### config.mk
export PLATFORM = sky130hd
export DESIGN_NAME = bus_rr_arbiter
export DESIGN_NICKNAME = d
export VERILOG_FILES = /design/src/rtl/bus_rr_arbiter.sv
export SDC_FILE = /design/constraint.sdc
export NUM_CORES = 1
export LEC_CHECK = 0
export CORE_AREA = 5 5 160 162
export CTS_BUF_LIST = sky130_fd_sc_hd__clkbuf_8
export DETAILED_ROUTE_END_ITERATION = 8
export DIE_AREA = 0 0 165 167
export GPL_ROUTABILITY_DRIVEN = 0
export HOLD_SLACK_MARGIN = 0.02
export SYNTH_ARGS = -nofsm -noshare
export SYNTH_HDL_FRONTEND = slang
export SYNTH_SLANG_ARGS = --single-unit
### constraint.sdc
create_clock -name i_clk -period 8.9 [get_ports i_clk]
set_input_delay 0.89 -clock i_clk [delete_from_list [all_inputs] [get_ports i_clk]]
set_output_delay 0.89 -clock i_clk [all_outputs]
set_load 0.1 [all_outputs]
### src/rtl/bus_rr_arbiter.sv
// Purpose : round-robin arbiter sharing one downstream bus master port among NUM_REQ requesters.
// Latency : request seen at edge N drives bus_ena from N+1; minimum three cycles per transfer.
// Backpressure: requesters hold until their req_ready pulse; a stalled bus is aborted after TIMEOUT cycles.
//
// Ports
//   i_clk, i_rst        clock (rising edge) and asynchronous active-high reset
//   i_req_ena           per-requester request, held until o_req_ready
//   i_req_wstb/addr/wdata  flattened per-requester fields, slice i = [(i+1)*W-1 : i*W]; wstb 0 = read
//   o_req_ready         one-hot completion pulse to the granted requester
//   o_req_rdata/slverr  broadcast response, valid with o_req_ready, held until the next response
//   o_bus_ena/wstb/addr/wdata  registered downstream transfer
//   i_bus_ready/rdata/slverr   downstream completion, only sampled while a transfer is in flight
//   o_grant_id          index of the current/last granted requester
//   o_busy              high from grant until the response cycle ends
module bus_rr_arbiter #(
   parameter int NUM_REQ    = 4,
   parameter int ADDR_WIDTH = 32,
   parameter int DATA_WIDTH = 32,
   parameter int TIMEOUT    = 16
) (
   input  logic                              i_clk,
   input  logic                              i_rst,
   input  logic [NUM_REQ-1:0]                i_req_ena,
   input  logic [NUM_REQ*DATA_WIDTH/8-1:0]   i_req_wstb,
   input  logic [NUM_REQ*ADDR_WIDTH-1:0]     i_req_addr,
   input  logic [NUM_REQ*DATA_WIDTH-1:0]     i_req_wdata,
   output logic [NUM_REQ-1:0]                o_req_ready,
   output logic [DATA_WIDTH-1:0]             o_req_rdata,
   output logic                              o_req_slverr,
   output logic                              o_bus_ena,
   output logic [DATA_WIDTH/8-1:0]           o_bus_wstb,
   output logic [ADDR_WIDTH-1:0]             o_bus_addr,
   output logic [DATA_WIDTH-1:0]             o_bus_wdata,
   input  logic                              i_bus_ready,
   input  logic [DATA_WIDTH-1:0]             i_bus_rdata,
   input  logic                              i_bus_slverr,
   output logic [$clog2(NUM_REQ)-1:0]        o_grant_id,
   output logic                              o_busy
);

   localparam int STRB_WIDTH = DATA_WIDTH / 8;
   localparam int ID_WIDTH   = $clog2(NUM_REQ);
   localparam int CNT_WIDTH  = (TIMEOUT > 1) ? $clog2(TIMEOUT) : 1;
   // Value of the wait counter on the last BUSY cycle before an abort.
   localparam logic [CNT_WIDTH-1:0] CNT_LAST = CNT_WIDTH'(TIMEOUT - 1);
   localparam logic [ID_WIDTH-1:0]  ID_LAST  = ID_WIDTH'(NUM_REQ - 1);

   typedef enum logic [1:0] {
      S_IDLE = 2'd0,
      S_BUSY = 2'd1,
      S_RESP = 2'd2
   } state_t;

   state_t                  r_state;
   logic [ID_WIDTH-1:0]     r_ptr;
   logic [CNT_WIDTH-1:0]    r_cnt;
   logic [NUM_REQ-1:0]      r_req_ready;
   logic [DATA_WIDTH-1:0]   r_req_rdata;
   logic                    r_req_slverr;
   logic                    r_bus_ena;
   logic [STRB_WIDTH-1:0]   r_bus_wstb;
   logic [ADDR_WIDTH-1:0]   r_bus_addr;
   logic [DATA_WIDTH-1:0]   r_bus_wdata;
   logic [ID_WIDTH-1:0]     r_grant_id;
   logic                    r_busy;

   logic [STRB_WIDTH-1:0]   w_req_wstb  [NUM_REQ];
   logic [ADDR_WIDTH-1:0]   w_req_addr  [NUM_REQ];
   logic [DATA_WIDTH-1:0]   w_req_wdata [NUM_REQ];
   logic                    w_found;
   logic [ID_WIDTH-1:0]     w_winner;
   logic [ID_WIDTH-1:0]     w_idx;
   logic                    w_timeout;
   logic [NUM_REQ-1:0]      w_ready_onehot;

   // Split the flattened request fields into per-requester views.
   for (genvar gi = 0; gi < NUM_REQ; gi++) begin : g_unpack
      assign w_req_wstb[gi]  = i_req_wstb[gi*STRB_WIDTH +: STRB_WIDTH];
      assign w_req_addr[gi]  = i_req_addr[gi*ADDR_WIDTH +: ADDR_WIDTH];
      assign w_req_wdata[gi] = i_req_wdata[gi*DATA_WIDTH +: DATA_WIDTH];
   end

   // Round-robin search: walk from the requester after the last winner,
   // wrapping at NUM_REQ-1, and take the first active request. The last
   // winner is visited last, so it only wins again when nobody else asks.
   always_comb begin
      w_found  = 1'b0;
      w_winner = '0;
      w_idx    = r_ptr;
      for (int k = 0; k < NUM_REQ; k++) begin
         w_idx = (w_idx == ID_LAST) ? '0 : w_idx + ID_WIDTH'(1);
         if (!w_found && i_req_ena[w_idx]) begin
            w_found  = 1'b1;
            w_winner = w_idx;
         end
      end
   end

   // TIMEOUT of zero disables the abort path entirely.
   assign w_timeout      = (TIMEOUT != 0) && (r_cnt == CNT_LAST);
   assign w_ready_onehot = NUM_REQ'(1) << r_grant_id;

   always_ff @(posedge i_clk or posedge i_rst) begin
      if (i_rst) begin
         r_state      <= S_IDLE;
         r_ptr        <= ID_LAST;
         r_cnt        <= '0;
         r_req_ready  <= '0;
         r_req_rdata  <= '0;
         r_req_slverr <= 1'b0;
         r_bus_ena    <= 1'b0;
         r_bus_wstb   <= '0;
         r_bus_addr   <= '0;
         r_bus_wdata  <= '0;
         r_grant_id   <= '0;
         r_busy       <= 1'b0;
      end else begin
         case (r_state)
            S_IDLE: begin
               if (w_found) begin
                  // Latch the winner's fields; later changes on its inputs
                  // (including a dropped req_ena) no longer matter.
                  r_bus_ena   <= 1'b1;
                  r_bus_wstb  <= w_req_wstb[w_winner];
                  r_bus_addr  <= w_req_addr[w_winner];
                  r_bus_wdata <= w_req_wdata[w_winner];
                  r_grant_id  <= w_winner;
                  r_ptr       <= w_winner;
                  r_cnt       <= '0;
                  r_busy      <= 1'b1;
                  r_state     <= S_BUSY;
               end
            end

            S_BUSY: begin
               // A real completion takes priority over an abort landing
               // on the same cycle.
               if (i_bus_ready) begin
                  r_bus_ena    <= 1'b0;
                  r_req_rdata  <= i_bus_rdata;
                  r_req_slverr <= i_bus_slverr;
                  r_req_ready  <= w_ready_onehot;
                  r_state      <= S_RESP;
               end else begin
                  r_cnt <= r_cnt + CNT_WIDTH'(1);
                  if (w_timeout) begin
                     r_bus_ena    <= 1'b0;
                     r_req_rdata  <= '0;
                     r_req_slverr <= 1'b1;
                     r_req_ready  <= w_ready_onehot;
                     r_state      <= S_RESP;
                  end
               end
            end

            S_RESP: begin
               // One-cycle response pulse; new requests wait for IDLE.
               r_req_ready <= '0;
               r_busy      <= 1'b0;
               r_state     <= S_IDLE;
            end

            default: begin
               r_state <= S_IDLE;
            end
         endcase
      end
   end

   assign o_req_ready  = r_req_ready;
   assign o_req_rdata  = r_req_rdata;
   assign o_req_slverr = r_req_slverr;
   assign o_bus_ena    = r_bus_ena;
   assign o_bus_wstb   = r_bus_wstb;
   assign o_bus_addr   = r_bus_addr;
   assign o_bus_wdata  = r_bus_wdata;
   assign o_grant_id   = r_grant_id;
   assign o_busy       = r_busy;

endmodule

After elaboration in Yosys (flattened, before gate mapping)
Cells that the tools add are included.

Word-level logic and storage cells: 100. Output and inout bits: 109. Register bits: 117.

$lt $le $gt $ge: 5. Shift operators: 1. Reductions and logical operators: 18. Multiplexer cells: 48. Add/sub/neg operators: 5. Bitwise operators: 1. Eq/ne operators: 10.

Operators with widths (count): 32-bit 2-to-1 mux (6); 32-bit binary-select mux with 2-bit select (2); 4-bit 2-to-1 mux (6); 2-bit 2-to-1 mux (11); 4-bit one-hot mux with 2 select lines (2); 1-bit 2-to-1 mux (13); 2-bit by 3-bit less-than comparator with 1-bit output (second input constant) (4); 2-bit == test (second input constant) (5); 2-bit AND reduction (5); 2-bit by 1-bit adder with 2-bit output (second input constant) (4); 1-bit binary-select mux with 2-bit select (4); 4-bit binary-select mux with 2-bit select (1); 2-bit nonzero test (4); 3-bit AND reduction (2); 4-bit by 1-bit adder with 4-bit output (second input constant) (1); 4-bit == test (second input constant) (1); 2-bit inequality test (second input constant) (2); 1-bit one-hot mux with 2 select lines (2); 2-bit one-hot mux with 2 select lines (1); 1-bit by 2-bit << shifter with 4-bit output (first input constant) (1); 3-bit >= comparator (second input constant) (1); 1-bit logical AND (3); 1-bit zero test (3); 3-bit inequality test (second input constant) (1); 3 further kinds (3).

Longest topological paths before layout
Gate-level depths: netlist of the first run.

Depth in word-level cells: 18. Depth in mapped cells: 9. Gate-level depth less buffers: 6.

Least setup slack after synthesis of the first run
No wires, ideal clock.

Kind: reg-to-reg. Start: reg r_ptr[0]. End: reg r_bus_addr[29], in the netlist o_bus_addr[29]. Library setup time: 132 ps. Setup slack: 6714 ps. Clock period less this slack: 2186 ps. Data arrival time: 2054 ps. Cell stages (with the launch flop): 10. Buffers on the path: 3. Cell sequence: dfstp_2 > ha_1 > buf_4 > nand2b_1 > a21o_2 > buf_6 > clkbuf_1 > and3_1 > a211oi_1 > a211oi_2.

Longest elaborated chain between the ends: 18. Elaborated cells between the ends (all ways): 39.

RTL lines: from (decl) (line 55) `logic [ID_WIDTH-1:0] r_ptr;`; from (signal assigned) (line 128) `r_ptr <= w_winner;`; 2-bit by 1-bit adder with 2-bit output or 2-bit == test (tied branches) (line 91) `w_idx = (w_idx == ID_LAST) ? '0 : w_idx + ID_WIDTH'(1);`; 2-bit 2-to-1 mux (*) (line 91); branches (longest 16 deep; another with 2-bit by 1-bit adder with 2-bit output); to (signal assigned) (line 125) `r_bus_addr <= w_req_addr[w_winner];`; to (decl) (line 62) `logic [ADDR_WIDTH-1:0] r_bus_addr;`.

Every way passes the cells marked *. The select of a mux whose other input is x is not followed. A chain may end at the register's enable or synchronous reset.

Worst setup path in the final report of the first run
Start: in i_req_ena[3]. End: reg r_bus_addr[5], in the netlist o_bus_addr[5].

Longest elaborated chain between the ends: 16. Elaborated cells between the ends (all ways): 27.

RTL lines: from (decl) (line 23) `input logic [NUM_REQ-1:0] i_req_ena,`; 1-bit binary-select mux with 2-bit select (line 92) `if (!w_found && i_req_ena[w_idx]) begin`; 1-bit 2-to-1 mux (not written as such) (line 92); 1-bit 2-to-1 mux (line 92); 1-bit zero test (line 92); 1-bit logical AND (line 92); 1-bit 2-to-1 mux (line 92); 1-bit zero test (line 92); 1-bit logical AND (line 92); 1-bit 2-to-1 mux (line 92); 1-bit zero test (line 92); 1-bit logical AND (line 92); 2-bit 2-to-1 mux (line 92); 2-bit NOT with 3-bit output (not written as such) (line 125); 32-bit binary-select mux with 2-bit select (line 125); 32-bit 2-to-1 mux (not written as such) (2 in series) (line 125).

Parallel ways exist; a longest one is shown, timed or not. The select of a mux whose other input is x is not followed.

==> out/summary.txt, run 1 <==
Run status = finished, final reports clean
Final hold viol count = 0
DP Area = 11,100 um2
Count of clock tree sinks = 117
Most frequent cell after synthesis = sky130_fd_sc_hd__dfrtp_1
Proportion of power drawn by combinational gates = 72.4%
DRC = 0
TritonCTS clock tree = yes
Via count of the first global-routing pass = 7,115
Internal Power = 2.08 mW
Initial standard-cell utilization of the core = 28.2%
Power per Cell Area = 461 nW/um2
Cell Rows = 57
Routed wire length = 28,800 um
Quantity of gates resized following cts = 0
Post-synthesis cell type with the largest combined area = sky130_fd_sc_hd__dfrtp_1
Pin count of the biggest net entering global routing = 86
Syn-to-layout area delta = 70.3%
Post-layout min period = 3630 ps
Number of synthesized flops with an enable pin = 0
Max frequency = 275 MHz
Area of combinational cells with multiple inputs = 3460 um2
Number of antenna violations at the first check in global routing = 2
H-Tree Level Count = 4
Count of final max-slew check failures = 0
Register share of total power = 18.0%
Main synth FF type = sky130_fd_sc_hd__dfrtp_1
Worst slew slack as a fraction of its limit = 27.8%
Switching component of the power = 3.22 mW
Hold Buf Count CTS = 0
Per-instance average area after synthesis = 11.0 um2
Area contributors post-synth = sky130_fd_sc_hd__dfrtp_1 (43%), sky130_fd_sc_hd__a211oi_2 (13%), sky130_fd_sc_hd__mux2i_1 (10%)
Hold WC Path Type = reg2reg
Vias after detailed routing = 6,569
Die area = 27,600 um2
Worst vdd rail ir drop = 0.000310 V
Total number of yosys warnings = 0
Total Neg Setup Slack = 0 ps
Setup bufs post-CTS = 0
Type of element launching the critical path = input pin
Required time of the worst setup path = 9200 ps
Final HPWL DP = 21,000 um
Number of primary I/O pins = 421
Post-route cell area = 11,500 um2
Ratio of cells with drive above 1 in the final layout = 12.0%
Number of unique standard cell types used by synthesis = 41
CP Class = in2reg
Sw Share = 60.7%
Sequential Area = 2930 um2
FFs w/ async S/R, synth = 100%
Clk Tree Root Cell = sky130_fd_sc_hd__clkbuf_8
Static leakage power = 4.68 nW
Number of buffers added on ports = 420
Final cell count without fillers = 1,343
Detailed-routing iteration count for the pre-antenna-repair pass = 4
Nature of the critical path endpoint = register
Clock insertion delay at the later pin of the skew report = 450 ps
Post-synthesis cell area = 6750 um2
Floorplan core area = 24,000 um2
Number of filler cells placed in the layout = 2,271
Number of setup violations in the final report = 0
Maximum buffer depth of the clock tree = 2
Drt via density = 4.89
Most frequent cells after synthesis = sky130_fd_sc_hd__dfrtp_1 (115), sky130_fd_sc_hd__nor2_1 (73), sky130_fd_sc_hd__a211oi_2 (69), sky130_fd_sc_hd__and3_1 (69), sky130_fd_sc_hd__mux2i_1 (69)
Largest fanout of any net on the critical path = 85
Die Ht = 167 um
DRT antenna net count = 0
Placed insts = 1,310
Transition at the pin with the smallest max-transition slack = 1080 ps
Unrepaired setup endpoints after global routing = false
First-pass GRT wire length = 42,700 um
Post-synth top area share = 42.6%
Clock transition at the registers of the reported paths = 90 ps
Mean routed wirelength per cell = 21.4 um
Post-synthesis sequential area ratio = 43.4%
Total global routing track utilization = 20.1%
Total of flip-flops plus latches after synthesis = 117
Ratio of final minimum period to clock period = 40.8%
MaxCap Viol Count = 0
Clock share of power = 9.6%
Mapped Nets = 930
Gate count of the mapped netlist = 616
Number of buffers added by the clock tree synthesis step = 17
Max Clock Skew = 23.1 ps
Total congestion overflow = 0
Critical path arrival = 3930 ps
Post-layout net count = 1,319
Starting DRT DRC Count = 342
X dimension of the die = 165 um
final timing paths:
| path | startpoint | to | slack, ps | cells past startpoint |
|---|---|---|---|---|
| setup reg to reg | r_ptr[0]$_DFFE_PP1P_ | o_bus_addr[5]$_DFFE_PP0P_ | 5370 | 8 |
| min in group asynchronous | i_rst | o_req_rdata[14]$_DFFE_PP0P_ | 980 | 2 |
| hold reg to reg | r_ptr[1]$_DFFE_PP1P_ | r_ptr[1]$_DFFE_PP1P_ | 480 | 2 |
| hold / removal | r_ptr[1]$_DFFE_PP1P_ | r_ptr[1]$_DFFE_PP1P_ | 480 | 2 |
| setup / recovery | i_req_ena[3] | o_bus_addr[5]$_DFFE_PP0P_ | 5270 | 8 |
| max in group asynchronous | i_rst | o_bus_wdata[25]$_DFFE_PP0P_ | 6700 | 3 |
sequential cells by signal (all words and copies together) (netlist names):
name,count
o_bus_addr,32
o_bus_wdata,32
o_req_rdata,32
o_bus_wstb,4
o_req_ready,4
r_cnt,4
o_grant_id,2
r_ptr,2
r_state,2
o_bus_ena,1
o_busy,1
o_req_slverr,1
power groups by stage:
| stage | Sequential, mW | Clock, mW | Combinational, mW |
|---|---|---|---|
| floorplan | 2.67 | 0 | 1.23 |
| global placement | 0.959 | 0 | 3.85 |
| detailed placement | 0.955 | 0 | 3.87 |
| CTS | 0.953 | 0.531 | 3.87 |
| global route | 0.990 | 0.551 | 4.01 |
| finish | 0.953 | 0.509 | 3.84 |
per-layer routing:
layer | up-vias | wire length [um] | track usage [%]
met2 | 272 | 14100 | 34.3
met4 | 2 | 501 | 5.32
li1 | 3120 | - | -
met1 | 3143 | 11300 | 23.4
met3 | 32 | 2850 | 8.16
met5 | - | 13 | 0
per-stage QoR:
| step | worst slack [ps] | total power, mW | hold slack [ps] | utilization, % |
|---|---|---|---|---|
| 2_1_floorplan | 4910 | 3.90 | 441 | - |
| 3_3_place_gp | 4760 | 4.81 | 455 | 46.2 |
| 3_5_place_dp | 4710 | 4.83 | 466 | 46.2 |
| 4_1_cts | 5200 | 5.36 | 492 | 47.9 |
| 5_1_grt | 5060 | 5.55 | 525 | 48.0 |
| 6_report | 5270 | 5.30 | 483 | 48.0 |
cells in the final DEF, fill, tap and decap left out, types with 2 or more instances in the layout:
master,n
sky130_fd_sc_hd__nor2b_1,2
sky130_fd_sc_hd__a22o_1,32
sky130_fd_sc_hd__dfrtp_1,115
sky130_fd_sc_hd__mux2i_1,69
sky130_fd_sc_hd__and3_1,69
sky130_fd_sc_hd__nand2_1,11
sky130_fd_sc_hd__inv_8,6
sky130_fd_sc_hd__clkinv_8,4
sky130_fd_sc_hd__a211oi_1,67
sky130_fd_sc_hd__nand3_1,6
sky130_fd_sc_hd__nor2_1,73
sky130_fd_sc_hd__a211oi_2,69
sky130_fd_sc_hd__clkbuf_8,17
sky130_fd_sc_hd__inv_1,2
sky130_fd_sc_hd__clkdlybuf4s50_1,420
sky130_fd_sc_hd__buf_4,9
sky130_fd_sc_hd__xor2_1,2
sky130_fd_sc_hd__o31a_1,2
sky130_fd_sc_hd__o21ai_0,5
sky130_fd_sc_hd__a21o_1,2
sky130_fd_sc_hd__a21oi_1,2
sky130_fd_sc_hd__dfstp_2,2
sky130_fd_sc_hd__ha_1,2
sky130_fd_sc_hd__nand2b_1,5
sky130_fd_sc_hd__inv_6,4
cell families (layout without fill, tap and decap cells):
group                      after synthesis  in the layout  share of synthesized area (%)
adders and majority gates                2              2                          0.371
and+or+nand+nor                        177            177                           13.6
muxes                                   69             69                           10.2
DFF                                    117            117                           43.4
buffers and inverters                   62            464                           5.51
AOI/OAI and AO/OA                      187            187                           26.6
other                                    0              1                              0
xor gates and xnor gates                 2              2                          0.260
layout make-up:
| class | count | share of cell area, % |
|---|---|---|
| Multi-Input combinational cell | 437 | 30.1 |
| Inverter | 3 | 0.120 |
| Timing Repair Buffer | 429 | 37.2 |
| Sequential cell | 117 | 25.5 |
| Clock buffer | 17 | 2.04 |
| Tap cell | 324 | 3.53 |
| Clock inverter | 15 | 1.54 |
| Antenna cell | 1 | 0.0218 |
critical path, stage by stage:
cell	delay [ps]
sky130_fd_sc_hd__clkdlybuf4s50_1	620
sky130_fd_sc_hd__nand3b_1	150
sky130_fd_sc_hd__o21a_2	130
sky130_fd_sc_hd__buf_4	560
sky130_fd_sc_hd__nand2_8	500
sky130_fd_sc_hd__buf_4	560
sky130_fd_sc_hd__a211oi_1	410
sky130_fd_sc_hd__a211oi_2	80
Power figures use the tool's default switching activity.
==> run 2: changes to the inputs <==
CORE_AREA = 5 5 158 160   (was 5 5 160 162)
DIE_AREA = 0 0 163 165   (was 0 0 165 167)
PLACE_DENSITY = 0.68   (was unset)
clock period = 3.1 ns   (was 8.9 ns; I/O delays follow)
==> out/summary.txt, run 2 (synthesized netlist as in run 1, its figures left out) <==
Count of final max-slew check failures = 0 (unchanged)
Transition at the pin with the smallest max-transition slack = 1010 ps (was 1080 ps)
Slowest stage delay, CP = 610 ps (was 620 ps)
Pin count of the biggest net entering global routing = 118 (was 86)
Static leakage power = 4.81 nW (was 4.68 nW)
Clock insertion delay at the later pin of the skew report = 450 ps (about the same)
Type of element launching the critical path = register (was input pin)
Final HPWL DP = 21,400 um (was 21,000 um)
Hold WC Path Type = in2async (was reg2reg)
Max Clock Skew = 18.1 ps (was 23.1 ps)
Worst vdd rail ir drop = 0.00103 V (was 0.000310 V)
Number of setup violations in the final report = 0 (unchanged)
Ratio of cells with drive above 1 in the final layout = 17.6% (was 12.0%)
Starting DRT DRC Count = 362 (was 342)
Routed met1 length = 10,900 um (was 11,300 um)
Mean routed wirelength per cell = 21.2 um (was 21.4 um)
Floorplan core area = 23,300 um2 (was 24,000 um2)
Total Neg Setup Slack = 0 ps (unchanged)
MaxCap Viol Count = 0 (unchanged)
Met2 WL = 14,300 um (was 14,100 um)
Pre-CTS worst setup slack = 469 ps (was 4710 ps)
Proportion of power drawn by combinational gates = 72.1% (was 72.4%)
Post-layout min period = 2620 ps
Initial standard-cell utilization of the core = 29.0% (was 28.2%)
Quantity of gates resized following cts = 0 (unchanged)
Worst-case setup margin in the final layout = 484 ps (was 5270 ps)
Clock share of power = 10.1% (was 9.6%)
Run status = finished, final reports clean (unchanged)
Post-layout net count = 1,332 (was 1,319)
Register share of total power = 17.9% (was 18.0%)
Sw Share = 59.9% (was 60.7%)
Worst slew slack as a fraction of its limit = 32.2% (was 27.8%)
Critical path buffer and inverter count = 1 (was 3)
X dimension of the die = 163 um (was 165 um)
Highest metal used = met5 (unchanged)
Number of primary I/O pins = 421 (unchanged)
Routed wire length = 28,700 um (was 28,800 um)
Met3 wire length = 2750 um (was 2850 um)
Commonest cells after routing, fill and taps aside = sky130_fd_sc_hd__clkdlybuf4s50_1 (374), sky130_fd_sc_hd__dfrtp_1 (115), sky130_fd_sc_hd__nor2_1 (73) (was sky130_fd_sc_hd__clkdlybuf4s50_1 (420), sky130_fd_sc_hd__dfrtp_1 (115), sky130_fd_sc_hd__nor2_1 (73))
Total global routing track utilization = 20.5% (was 20.1%)
Clk Tree Root Cell = sky130_fd_sc_hd__clkbuf_8 (unchanged)
Clock transition at the registers of the reported paths = 90 ps (about the same)
TritonCTS clock tree = yes (unchanged)
Critical Path, Cell by Cell = ha_1 > nand2b_1 > a21o_2 > nand2_8 > buf_12 > mux2i_1 > a211oi_2 (was clkdlybuf4s50_1 > nand3b_1 > o21a_2 > buf_4 > nand2_8 > buf_4 > a211oi_1 > a211oi_2)
Register-to-register setup slack = 480 ps (was 5370 ps)
Drt via density = 4.89 (about the same)
Number of buffers added on ports = 420 (unchanged)
DRT antenna net count = 0 (unchanged)
Hold Buf Count CTS = 0 (unchanged)
Core occupancy in the finished layout = 49.7% (was 48.0%)
Largest fanout of any net on the critical path = 50 (was 85)
Unrepaired setup endpoints after global routing = false (unchanged)
DRC = 0 (unchanged)
Nature of the critical path endpoint = register (unchanged)
Max frequency = 382 MHz
Die Ht = 165 um (was 167 um)
Required time of the worst setup path = 3420 ps (was 9200 ps)
Total congestion overflow = 0 (unchanged)
Internal Power = 6.20 mW (was 2.08 mW)
Cell Rows = 56 (was 57)
Vias after detailed routing = 6,609 (was 6,569)
Count of clock tree sinks = 117 (unchanged)
Power per Cell Area = 1340 nW/um2 (was 461 nW/um2)
Die area = 26,900 um2 (was 27,600 um2)
Switching component of the power = 9.26 mW (was 3.22 mW)
H-Tree Level Count = 4 (unchanged)
Setup bufs post-CTS = 0 (unchanged)
Final hold viol count = 0 (unchanged)
CP Class = reg2reg (was in2reg)
Ratio of final minimum period to clock period = 84.4%
Most common library cell in the layout ignoring fill and taps = sky130_fd_sc_hd__clkdlybuf4s50_1 (unchanged)
First-pass GRT wire length = 42,000 um (was 42,700 um)
Detailed-routing iteration count for the pre-antenna-repair pass = 4 (unchanged)
Number of antenna violations at the first check in global routing = 2 (unchanged)
Maximum buffer depth of the clock tree = 2 (unchanged)
Number of buffers added by the clock tree synthesis step = 17 (unchanged)
Worst-path cell with the longest stage delay = sky130_fd_sc_hd__dfstp_2 (was sky130_fd_sc_hd__clkdlybuf4s50_1)
Via count of the first global-routing pass = 7,032 (was 7,115)
Kind of cell adding the most delay to the critical path = flip-flops (was buffers and inverters)
Critical path arrival = 2930 ps (was 3930 ps)
Syn-to-layout area delta = 71.4% (was 70.3%)
## run 2: cell count changes in the layout (fill, tap and decap cells not counted), moves of 3 or more
cell,delta
sky130_fd_sc_hd__clkdlybuf4s50_1,-46
sky130_fd_sc_hd__buf_12,+7
sky130_fd_sc_hd__buf_4,+52
sky130_fd_sc_hd__inv_8,-3
sky130_fd_sc_hd__clkinv_4,+3
sky130_fd_sc_hd__clkinv_8,-4
## run 2: worst paths after layout
path                                      start                          end  cells after the start
setup / recovery           r_ptr[0]$_DFFE_PP1P_    o_bus_wstb[3]$_DFFE_PP0P_                      7
hold / removal                            i_rst  o_req_rdata[27]$_DFFE_PP0P_                      3
setup reg to reg           r_ptr[0]$_DFFE_PP1P_    o_bus_wstb[3]$_DFFE_PP0P_                      7
hold reg to reg            r_ptr[1]$_DFFE_PP1P_         r_ptr[1]$_DFFE_PP1P_                      2
max in group asynchronous                 i_rst   o_bus_addr[20]$_DFFE_PP0P_                      3
min in group i_clk                 i_bus_slverr     o_req_slverr$_DFFE_PP0P_                      3
## run 2: per-stage QoR
stage / cells / power (mW) / area, um2 / hold WS, ps
global route: 1351 / 16.2 / 11600 / 387
floorplan: 616 / 11.2 / 6750 / 433
finish: 1351 / 15.5 / 11600 / 411
detailed placement: 1318 / 14.0 / 11100 / 452
CTS: 1350 / 15.6 / 11600 / 389
global placement: 1318 / 13.9 / 11100 / 455
## run 2: routing by layer
layer,track usage [%],vias to the layer above
met5,0,-
met1,23.6,3142
met3,7.61,37
li1,-,3144
met4,6.67,2
met2,35.3,284
## run 2: layout make-up
class | count | area (um2)
Tap cell | 319 | 399
Timing Repair Buffer | 442 | 4340
Clock inverter | 15 | 181
Multi-Input combinational cell | 437 | 3460
Antenna cell | 1 | 2.50
Sequential cell | 117 | 2930
Clock buffer | 17 | 234
Inverter | 3 | 15.0
Fill cell | 2166 | 11700
## run 2: worst register-to-register path, delay by kind of cell, from the launching register on
family	cells	cell delay, ps
flip-flops	1	610
AO/OA/AOI/OAI	2	470
AND/OR/NAND/NOR	2	430
adder cells (fa/ha/maj)	1	340
multiplexers	1	340
buffers and inverters	1	310
## run 2: power groups by stage
stage                     combinational, mW  sequential, mW  clock (mW)
after floorplan                        3.53            7.67           0
after global placement                 11.1            2.78           0
after detailed placement               11.2            2.77           0
after CTS                              11.2            2.77        1.61
after global routing                   11.6            2.86        1.68
final                                  11.1            2.76        1.55
